--- src/rtl/rand_sum_seq_ctrl.sv ---
// Sequencer for the rand -> div -> sum_3 datapath: each step edge runs three
// rand/divide samples into x/y/z and then forms sum_val. Optional macro AUTO_RUN_EN.
module rand_sum_seq_ctrl #(
  parameter int RW      = 8,
  parameter int QW      = 8,
  parameter int TIMEOUT = 64
) (
  input  logic          CLOCK_50,
  input  logic          rst,
  input  logic          step,
  input  logic [RW-1:0] rand_num,
  output logic          rand_en,
  output logic          div_start,
  output logic [RW-1:0] div_opnd,
  input  logic          div_done,
  input  logic [QW-1:0] div_quot,
  output logic [QW-1:0] x,
  output logic [QW-1:0] y,
  output logic [QW-1:0] z,
  output logic [QW+1:0] sum_val,
  output logic          sum_valid,
  output logic          busy,
  output logic          err,
  output logic [2:0]    state_dbg
);

  localparam int            CW      = $clog2(TIMEOUT);
  localparam logic [CW-1:0] TO_LAST = CW'(TIMEOUT - 1);

  typedef enum logic [2:0] {
    S_IDLE   = 3'd0,
    S_SAMPLE = 3'd1,
    S_DSTART = 3'd2,
    S_DWAIT  = 3'd3,
    S_STORE  = 3'd4,
    S_SUM    = 3'd5
  } state_t;

  state_t        state;
  logic          step_q;
  logic [1:0]    idx;
  logic [CW-1:0] wait_cnt;
  logic [QW-1:0] quot_lat;
  logic          go;
  logic          start_run;

  function automatic logic [QW+1:0] sum3(input logic [QW-1:0] a,
                                         input logic [QW-1:0] b,
                                         input logic [QW-1:0] c);
    return {2'b00, a} + {2'b00, b} + {2'b00, c};
  endfunction

  assign go = step & ~step_q;

`ifdef AUTO_RUN_EN
  // Set once the first run completes; from then on IDLE relaunches by itself.
  logic auto_q;
  assign start_run = go | auto_q;
`else
  assign start_run = go;
`endif

  assign busy      = (state != S_IDLE);
  assign state_dbg = state;

  always_ff @(posedge CLOCK_50) begin
    if (rst) begin
      state     <= S_IDLE;
      step_q    <= 1'b0;
      idx       <= 2'd0;
      wait_cnt  <= '0;
      quot_lat  <= '0;
      rand_en   <= 1'b0;
      div_start <= 1'b0;
      div_opnd  <= '0;
      x         <= '0;
      y         <= '0;
      z         <= '0;
      sum_val   <= '0;
      sum_valid <= 1'b0;
      err       <= 1'b0;
`ifdef AUTO_RUN_EN
      auto_q    <= 1'b0;
`endif
    end else begin
      step_q    <= step;
      rand_en   <= 1'b0;
      div_start <= 1'b0;
      sum_valid <= 1'b0;
      case (state)
        S_IDLE: begin
          if (start_run) begin
            state   <= S_SAMPLE;
            idx     <= 2'd0;
            rand_en <= 1'b1;
          end
        end
        S_SAMPLE: begin
          state     <= S_DSTART;
          div_start <= 1'b1;
        end
        S_DSTART: begin
          div_opnd <= rand_num;
          wait_cnt <= '0;
          state    <= S_DWAIT;
        end
        S_DWAIT: begin
          // done takes priority over a timeout landing in the same cycle
          if (div_done) begin
            quot_lat <= div_quot;
            state    <= S_STORE;
          end else if (wait_cnt == TO_LAST) begin
            quot_lat <= '0;
            err      <= 1'b1;
            state    <= S_STORE;
          end else begin
            wait_cnt <= wait_cnt + 1'b1;
          end
        end
        S_STORE: begin
          case (idx)
            2'd0:    x <= quot_lat;
            2'd1:    y <= quot_lat;
            default: z <= quot_lat;
          endcase
          if (idx == 2'd2) begin
            state <= S_SUM;
          end else begin
            idx     <= idx + 2'd1;
            state   <= S_SAMPLE;
            rand_en <= 1'b1;
          end
        end
        S_SUM: begin
          sum_val   <= sum3(x, y, z);
          sum_valid <= 1'b1;
          state     <= S_IDLE;
`ifdef AUTO_RUN_EN
          auto_q    <= 1'b1;
`endif
        end
        default: state <= S_IDLE;
      endcase
    end
  end

endmodule

--- config.mk ---
export PLATFORM = sky130hd
export DESIGN_NAME = rand_sum_seq_ctrl
export DESIGN_NICKNAME = d
export VERILOG_FILES = /design/src/rtl/rand_sum_seq_ctrl.sv
export SDC_FILE = /design/constraint.sdc
export NUM_CORES = 1
export LEC_CHECK = 0
export CAP_MARGIN = 30
export CORE_MARGIN = 2
export CORE_UTILIZATION = 30
export DETAILED_ROUTE_END_ITERATION = 12
export PLACE_DENSITY = 0.51
export SYNTH_ARGS = -nofsm -noshare
export SYNTH_HDL_FRONTEND = slang
export SYNTH_SLANG_ARGS = --single-unit
--- constraint.sdc ---
create_clock -name CLOCK_50 -period 7.1 [get_ports CLOCK_50]
set_input_delay 1.42 -clock CLOCK_50 [delete_from_list [all_inputs] [get_ports CLOCK_50]]
set_output_delay 1.42 -clock CLOCK_50 [all_outputs]
set_load 0.005 [all_outputs]
==> results_dict.tcl, run 1 <==
set metrics [dict create \
    status "finished clean" \
    synthFlopType "dfxtp_1" \
    cts_max_path_buffers 2 \
    yosysMostFrequentCell "dfxtp_1" \
    vias_per_cell 4.77 \
    die_area_mm2 0.0111 \
    worst_pin_slew_ns 0.882 \
    initial_core_util_pct 31.2 \
    dp_hpwl_mm 5.50 \
    placed_cells 538 \
    rsz0062_at_grt "no" \
    cts_made_buffers 9 \
    maxCapViolations 0 \
    synth_top_area_share_pct 42.9 \
    drcViolationCount 0 \
    drtPass1Iterations 4 \
    clk_pin_slew_worst_paths_ns 0.07 \
    synth_cell_types 43 \
    stdcell_count 554 \
    wl_per_cell_um 14.0 \
    relSlewSlack_pct 41.1 \
    synth_edf_count 0 \
    place_congestion 0.754 \
    critPathMaxStageDelay_ns 0.74 \
    synthArstFlopShare_pct 0 \
    tritoncts "done" \
    start_kind "register" \
    cp_slowest_cell "dfxtp_1" \
    drtIter0Drc 195 \
    hold_violations 0 \
    grt_usage_pct 14.5 \
    maxClockFrequency_ghz 0.307 \
    ant_nets 0 \
    netlist_top_cells_area "dfxtp_1, a21oi_1, nand2_1" \
    grt_start_max_net_pins 73 \
    grt_pass1_vias 2502 \
    core-area_mm2 0.00986 \
    placed_area_mm2 0.00385 \
    dp_slack_ns 4.13 \
    netlist_instances 354 \
    leakage_nw 1.41 \
    clk_latency_ns 0.34 \
    cts_root_buffer "clkbuf_8" \
    fin_hold_ws_ns 0.452 \
    die_y_um 105 \
    cts_resized 0 \
    htreeDepth 3 \
    worstPathCellList "nor3_1 -> inv_1 -> clkdlybuf4s50_1" \
    antenna_found_initial 0 \
    slew_viol_final 0 \
    timing.final.crit_period_ns 3.26 \
    grt_pass1_wl_mm 12.8 \
    pwr_density_cell_mw_per_mm2 182 \
    setup_viol 0 \
    ys_ff_latch 66 \
    postCtsSetupBuffers 0 \
    hold_buffers 0 \
    cts_num_sinks 66 \
    num_io_pins 70 \
    yosysWarningCount 0 \
    worst-setup-path-type "reg -> out" \
    worstHoldPathType "reg -> reg" \
    syn_avg_cell_area_um2 8.71 \
    cp.required_ns 5.68 \
    peakVddDrop_mv 0.0867 \
    syn-num-nets 394 \
    drive_gt1_share_pct 6.18 \
    cp-end-kind "output port" \
    nets 456 \
    totalPowerFinal_uw 730 \
    yosys.area.top_type "dfxtp_1" \
    port_buffers 69 \
    grt-ovfl-total 0 \
    finalClockSkew_ns 0.00940 \
    synth-seq-area-share_pct 42.9 \
    setup_tns_ns 0 \
    layout_setup_ws_ns 3.84 \
    crit_path_max_fanout 16 \
    chipWidth_um 105 \
    area_delta_synth_final_pct 30.4 \
    fin_util_pct 40.7 \
    fin_crit_sh_pct 45.9 \
    n_antenna_cell 0 \
    vias 2643 \
    ys_top_cells_by_count "dfxtp_1, nand2_1, a21oi_1, nor2_1" \
    crit_arrival_ns 1.84 \
    drt_wl_total_mm 7.77 \
    synth_area_mm2 0.00308 \
    num_rows 36 \
    finalInstanceArea_mm2 0.00402 \
]
-- worst max-delay path: cells and delay by family (launching register included) --
family | cells | cell delay, ns
AND/OR/NAND/NOR | 1 | 0.16
flip-flops | 1 | 0.74
buffers and inverters | 2 | 0.61
-- layout by cell type (no fill, tap or decap), drive strengths merged, types with 3 or more instances in the layout --
master | netlist | final
nand3 | 14 | 14
nor2b | 5 | 5
a21oi | 49 | 49
clkdlybuf4s50 | 0 | 68
nand2b | 3 | 3
a211oi | 5 | 5
clkinvlp | 0 | 3
nand2 | 63 | 63
nor2 | 26 | 26
o311ai | 3 | 3
fa | 9 | 9
inv | 12 | 12
dfxtp | 66 | 66
o21ai | 18 | 18
ha | 11 | 11
clkinv | 0 | 4
and3 | 3 | 3
nor3 | 6 | 6
nand3b | 10 | 10
clkbuf | 11 | 9
mux2i | 10 | 10
-- path summary, 6_finish.rpt --
path	slack, ns	cells after the start	from	to
max	3.84	3	state_dbg[0]	busy
min	0.45	2	sum_val[3]	sum_val[3]
max reg2reg	4.56	10	z[0]	sum_val[9]
min reg2reg	0.45	2	sum_val[3]	sum_val[3]
-- layout make-up --
type | instances | area (um2)
Clock buffer | 9 | 124
Clock inverter | 7 | 46.3
Fill cell | 992 | 5850
Inverter | 12 | 45.0
Multi-Input combinational cell | 257 | 1620
Sequential cell | 66 | 1320
Tap cell | 133 | 166
Timing Repair Buffer | 70 | 693
-- state kept, by name (all words and copies together) (netlist names) --
register	count
sum_val	10
div_opnd	8
quot_lat	8
x	8
y	8
z	8
wait_cnt	6
state_dbg	3
idx	2
div_start	1
err	1
rand_en	1
step_q	1
sum_valid	1
-- where the power goes --
part           total [mW]  switching, mW  internal (mW)
clock network       0.273          0.148          0.125
logic              0.0672         0.0303         0.0370
registers           0.389         0.0114          0.378
total               0.730          0.190          0.540
-- metal layers --
layer  wire length [um]  track usage [%]  up-vias
met2               3660             22.2       63
met5                  0                0        -
li1                   -                -     1344
met4                 95             4.29        0
met1               3680             19.4     1230
met3                332             4.70        6
-- cell families after synthesis --
family | count (synthesis) | share of synthesized area (%)
adders and majority gates | 20 | 10.3
AOI/OAI and AO/OA | 87 | 17.1
buffers and inverters | 31 | 4.47
and+or+nand+nor | 140 | 22.0
muxes | 10 | 3.25
DFF | 66 | 42.9
No activity file was read; power rests on OpenSTA's default activity.
==> inputs of run 2 (changes only) <==
Settings changed: PLACE_DENSITY 0.51 to 0.53.
Clock period 7.1 ns to 2.98 ns, I/O delays scaled along.
==> results_dict.tcl, run 2 (synthesis gave the netlist of run 1 again) <==
set metrics [dict create \
    status "finished clean" \
    core-area_mm2 0.00986 \
    clk_latency_ns 0.34 \
    crit_path_max_fanout 4 \
    chipWidth_um 105 \
    initial_core_util_pct 31.2 \
    r2r_slack_ns 0.50 \
    peakVddDrop_mv 0.179 \
    relSlewSlack_pct 42.6 \
    n_antenna_cell 0 \
    grt_pass1_vias 2417 \
    pwr_density_cell_mw_per_mm2 453 \
    drive_gt1_share_pct 7.06 \
    antenna_found_initial 0 \
    setup_tns_ns 0 \
    cts_num_sinks 66 \
    crit_path_end "sum_val[9]" \
    worst-setup-path-type "reg -> reg" \
    cts_made_buffers 9 \
    die_area_mm2 0.0111 \
    cts_resized 0 \
    grt_usage_pct 13.6 \
    fin_util_pct 41.3 \
    grt_start_max_net_pins 50 \
    setup.worst_path.start "y[0]" \
    drtIter0Drc 76 \
    drcViolationCount 0 \
    fin_crit_sh_pct 83.3 \
    cp-end-kind "register" \
    largest_reg_flops 10 \
    place_congestion 0.759 \
    tritoncts "done" \
    die_y_um 105 \
    finalClockSkew_ns 0.0147 \
    postCtsSetupBuffers 0 \
    hold_violations 0 \
    clk_pin_slew_worst_paths_ns 0.08 \
    timing.final.crit_period_ns 2.48 \
    leakage_nw 1.44 \
    maxCapViolations 0 \
    cts_root_buffer "clkbuf_8" \
    htreeDepth 3 \
    placed_cells 542 \
    drt_wl_total_mm 7.52 \
    num_rows 36 \
    hold_depth 2 \
    final_cell_mix "clkdlybuf4s50_1, dfxtp_1, nand2_1" \
    final_common_cell "clkdlybuf4s50_1" \
    drtPass1Iterations 4 \
    worstHoldPathType "reg -> reg" \
    area_delta_synth_final_pct 32.4 \
    nets 460 \
    worst_pin_slew_ns 0.861 \
    largest_register "sum_val" \
    setup_viol 0 \
    grt_pass1_wl_mm 12.0 \
    cp.required_ns 3.23 \
    start_kind "register" \
    r2r_end "sum_val[9]" \
    regToRegStartpoint "y[0]" \
    stdcell_count 558 \
    vias 2657 \
    ant_nets 0 \
    hold_buffers 0 \
    cts_max_path_buffers 2 \
    crit_arrival_ns 2.73 \
    rsz0062_at_grt "no" \
    vias_per_cell 4.76 \
    port_buffers 69 \
    dp_hpwl_mm 5.52 \
    rr_worst_depth 10 \
    num_io_pins 70 \
    num-fill-cells 1009 \
    grt-ovfl-total 0 \
    wl_per_cell_um 13.5 \
    maxClockFrequency_ghz 0.403 \
    slew_viol_final 0 \
]
==> run 2: critical path, cell delays in order, from the launching register on <==
cell and delay (ns):
dfxtp_1 0.36, inv_1 0.07, fa_1 0.42, inv_1 0.07, ha_1 0.16, inv_1 0.06, fa_1 0.40, nand2b_1 0.18
a21oi_1 0.27, o311ai_0 0.16, a221oi_1 0.25
==> run 2: worst min-delay path by stage <==
| stage | to | slack (ns) | startpoint |
|---|---|---|---|
| 2_1_floorplan | sum_val[5] | 0.45 | sum_val[5] |
| 3_3_place_gp | sum_val[4] | 0.44 | sum_val[4] |
| 3_5_place_dp | sum_val[3] | 0.45 | sum_val[3] |
| 4_1_cts | sum_val[4] | 0.46 | sum_val[4] |
| 5_1_grt | sum_val[3] | 0.47 | sum_val[3] |
| 6_report | sum_val[3] | 0.45 | sum_val[3] |
==> run 2: metrics by stage <==
step	setup slack [ns]	total power [mW]	instance area [um2]	hold WS (ns)
finish	0.499	1.85	4080	0.455
CTS	0.493	1.88	4080	0.456
floorplan	0.724	1.03	3080	0.448
global route	0.325	1.93	4080	0.471
global placement	0.577	1.11	3880	0.438
detailed placement	0.503	1.11	3880	0.447
==> run 2: power by group <==
part           switching, mW  leakage, nW  internal (mW)  total (mW)
Sequential            0.0188        0.533          0.900       0.919
Clock                  0.367       0.0962          0.392       0.758
Combinational         0.0793        0.814         0.0930       0.172
==> run 2: cell type report <==
class	instances	area (um2)	area share [%]
clock buffer	9	124	3.04
clock inverter	7	76.3	1.87
inverter	12	45.0	1.10
multi-input combinational	257	1620	39.8
sequential	66	1320	32.4
tap	133	166	4.08
timing repair buffer	74	723	17.7
==> run 2: routing by layer <==
| metal | vias up | global-route usage, % | share of wire, % |
|---|---|---|---|
| li1 | 1359 | - | - |
| met1 | 1240 | 17.0 | 47 |
| met2 | 52 | 22.5 | 47 |
| met3 | 6 | 4.76 | 5.1 |
| met4 | 0 | 2.57 | 0.81 |
| met5 | - | 0 | 0 |
==> inputs of run 3 (changes only) <==
Clock period 2.98 ns to 2.1 ns, I/O delays scaled along.
==> results_dict.tcl, run 3 (synthesis gave the netlist of run 1 again) <==
set metrics [dict create \
    status "finished, violations left" \
    violations "setup timing" \
    setup.worst_path.start "y[1]" \
    dp_hpwl_mm 5.70 \
    drtPass1Iterations 6 \
    final_cell_mix "clkdlybuf4s50_1, dfxtp_1, nand2_1" \
    cts_root_buffer "clkbuf_8" \
    initial_core_util_pct 31.2 \
    finalClockSkew_ns 0.00987 \
    cts_num_sinks 66 \
    htreeDepth 3 \
    clk_pin_slew_worst_paths_ns 0.07 \
    maxClockFrequency_ghz 0.456 \
    wl_per_cell_um 13.3 \
    die_y_um 105 \
    drive_gt1_share_pct 14.6 \
    fin_crit_sh_pct 104 \
    tritoncts "done" \
    placed_area_mm2 0.00409 \
    clk_latency_ns 0.35 \
    antenna_found_initial 0 \
    start_kind "register" \
    drt_wl_total_mm 7.76 \
    vias 2728 \
    port_buffers 69 \
    hold_violations 0 \
    rr_worst_depth 9 \
    timing.final.crit_period_ns 2.19 \
    worst_pin_slew_ns 0.520 \
    totalPowerFinal_mw 2.73 \
    maxCapViolations 0 \
    crit_path_end "sum_val[5]" \
    layout_setup_ws_ns -0.0932 \
    num-fill-cells 931 \
    rsz0062_at_grt "yes" \
    drcViolationCount 0 \
    grt_start_max_net_pins 58 \
    finalInstanceArea_mm2 0.00435 \
    slew_viol_final 0 \
    ant_nets 0 \
    pwr_density_cell_mw_per_mm2 628 \
    grt_pass1_vias 2545 \
    grt_usage_pct 14.1 \
    setup_viol 2 \
    nets 486 \
    hp-start "rst" \
    r2r_end "sum_val[5]" \
    n_antenna_cell 0 \
    multiInputGateArea_mm2 0.00167 \
    cts_made_buffers 9 \
    cp-end-kind "register" \
    cts_max_path_buffers 2 \
    num_io_pins 70 \
    r2r_slack_ns -0.09 \
    grt_pass1_wl_mm 12.6 \
    regToRegStartpoint "y[1]" \
    crit_arrival_ns 2.47 \
    final_common_cell "clkdlybuf4s50_1" \
    drtIter0Drc 90 \
    vias_per_cell 4.67 \
    num_rows 36 \
    crit_path_max_fanout 2 \
    worstHoldPathType "in -> reg" \
    peakVddDrop_mv 0.447 \
    place_congestion 0.772 \
    chipWidth_um 105 \
    register_area_mm2 0.00132 \
    fin_hold_ws_ns 0.423 \
    leakage_nw 1.61 \
    cp.required_ns 2.38 \
    worst-setup-path-type "reg -> reg" \
    largest_reg_flops 10 \
    core-area_mm2 0.00986 \
    die_area_mm2 0.0111 \
    grt-ovfl-total 0 \
    relSlewSlack_pct 65.2 \
    largest_register "sum_val" \
    area_delta_synth_final_pct 41.2 \
]
==> run 3: changes by cell type in the layout (fill, tap and decap cells not counted), moves of 2 or more <==
cell	before	now
fa_1	9	7
inv_6	2	0
ha_1	11	9
fa_2	0	2
dfxtp_1	66	64
dfxtp_2	0	2
buf_4	5	30
==> run 3: cell type report <==
class,count,share of cell area [%]
multi-input combinational,257,38.3
sequential,66,30.4
timing repair buffer,100,21.4
tap,133,3.83
clock buffer,9,2.85
clock inverter,7,2.16
inverter,12,1.04
==> run 3: worst max-delay path: stages (launching register included) <==
cell,delay (ns)
dfxtp_2,0.33
fa_1,0.54
ha_2,0.18
inv_2,0.04
fa_2,0.34
buf_4,0.14
nor2b_1,0.12
o21ai_1,0.07
a211o_1,0.26
a21oi_1,0.11
==> run 3: where the power goes <==
group	switching (mW)	total [mW]	internal (mW)
sequential	0.0298	1.31	1.28
combinational	0.110	0.251	0.141
clock	0.510	1.18	0.665
==> run 3: what timing repair did <==
action                     in CTS  in global routing
hold buffers                    0                  0
setup endpoints to repair       4                  4
pin swaps                       4                  2
resized for setup               5                  3
setup buffers                   1                  2
==> run 3: routing by layer <==
metal  routed length [um]  up-vias  global-route usage [%]
met4                   84        0                    3.43
li1                     -     1409                       -
met3                  411        8                    4.70
met2                 3620       63                    22.9
met5                    0        -                       0
met1                 3640     1248                    18.0
==> run 3: worst min path at each step <==
stage                             to  slack [ns]  cells after the start
final                      sum_valid        0.42                      2
after global routing       sum_valid        0.42                      2
after CTS                  sum_valid        0.41                      2
after detailed placement  sum_val[5]        0.45                      2
after global placement    sum_val[3]        0.44                      2
after floorplan           sum_val[5]        0.45                      2
==> run 3: through the flow <==
stage	instances	setup TNS, ns	setup WS [ns]	utilization (%)
2_1_floorplan	354	-0.0401	-0.0401	-
3_3_place_gp	565	-0.168	-0.0951	41.4
3_5_place_dp	565	-0.309	-0.147	41.4
4_1_cts	582	-0.149	-0.0776	43.8
5_1_grt	584	-0.458	-0.192	44.1
6_report	584	-0.170	-0.0932	44.1
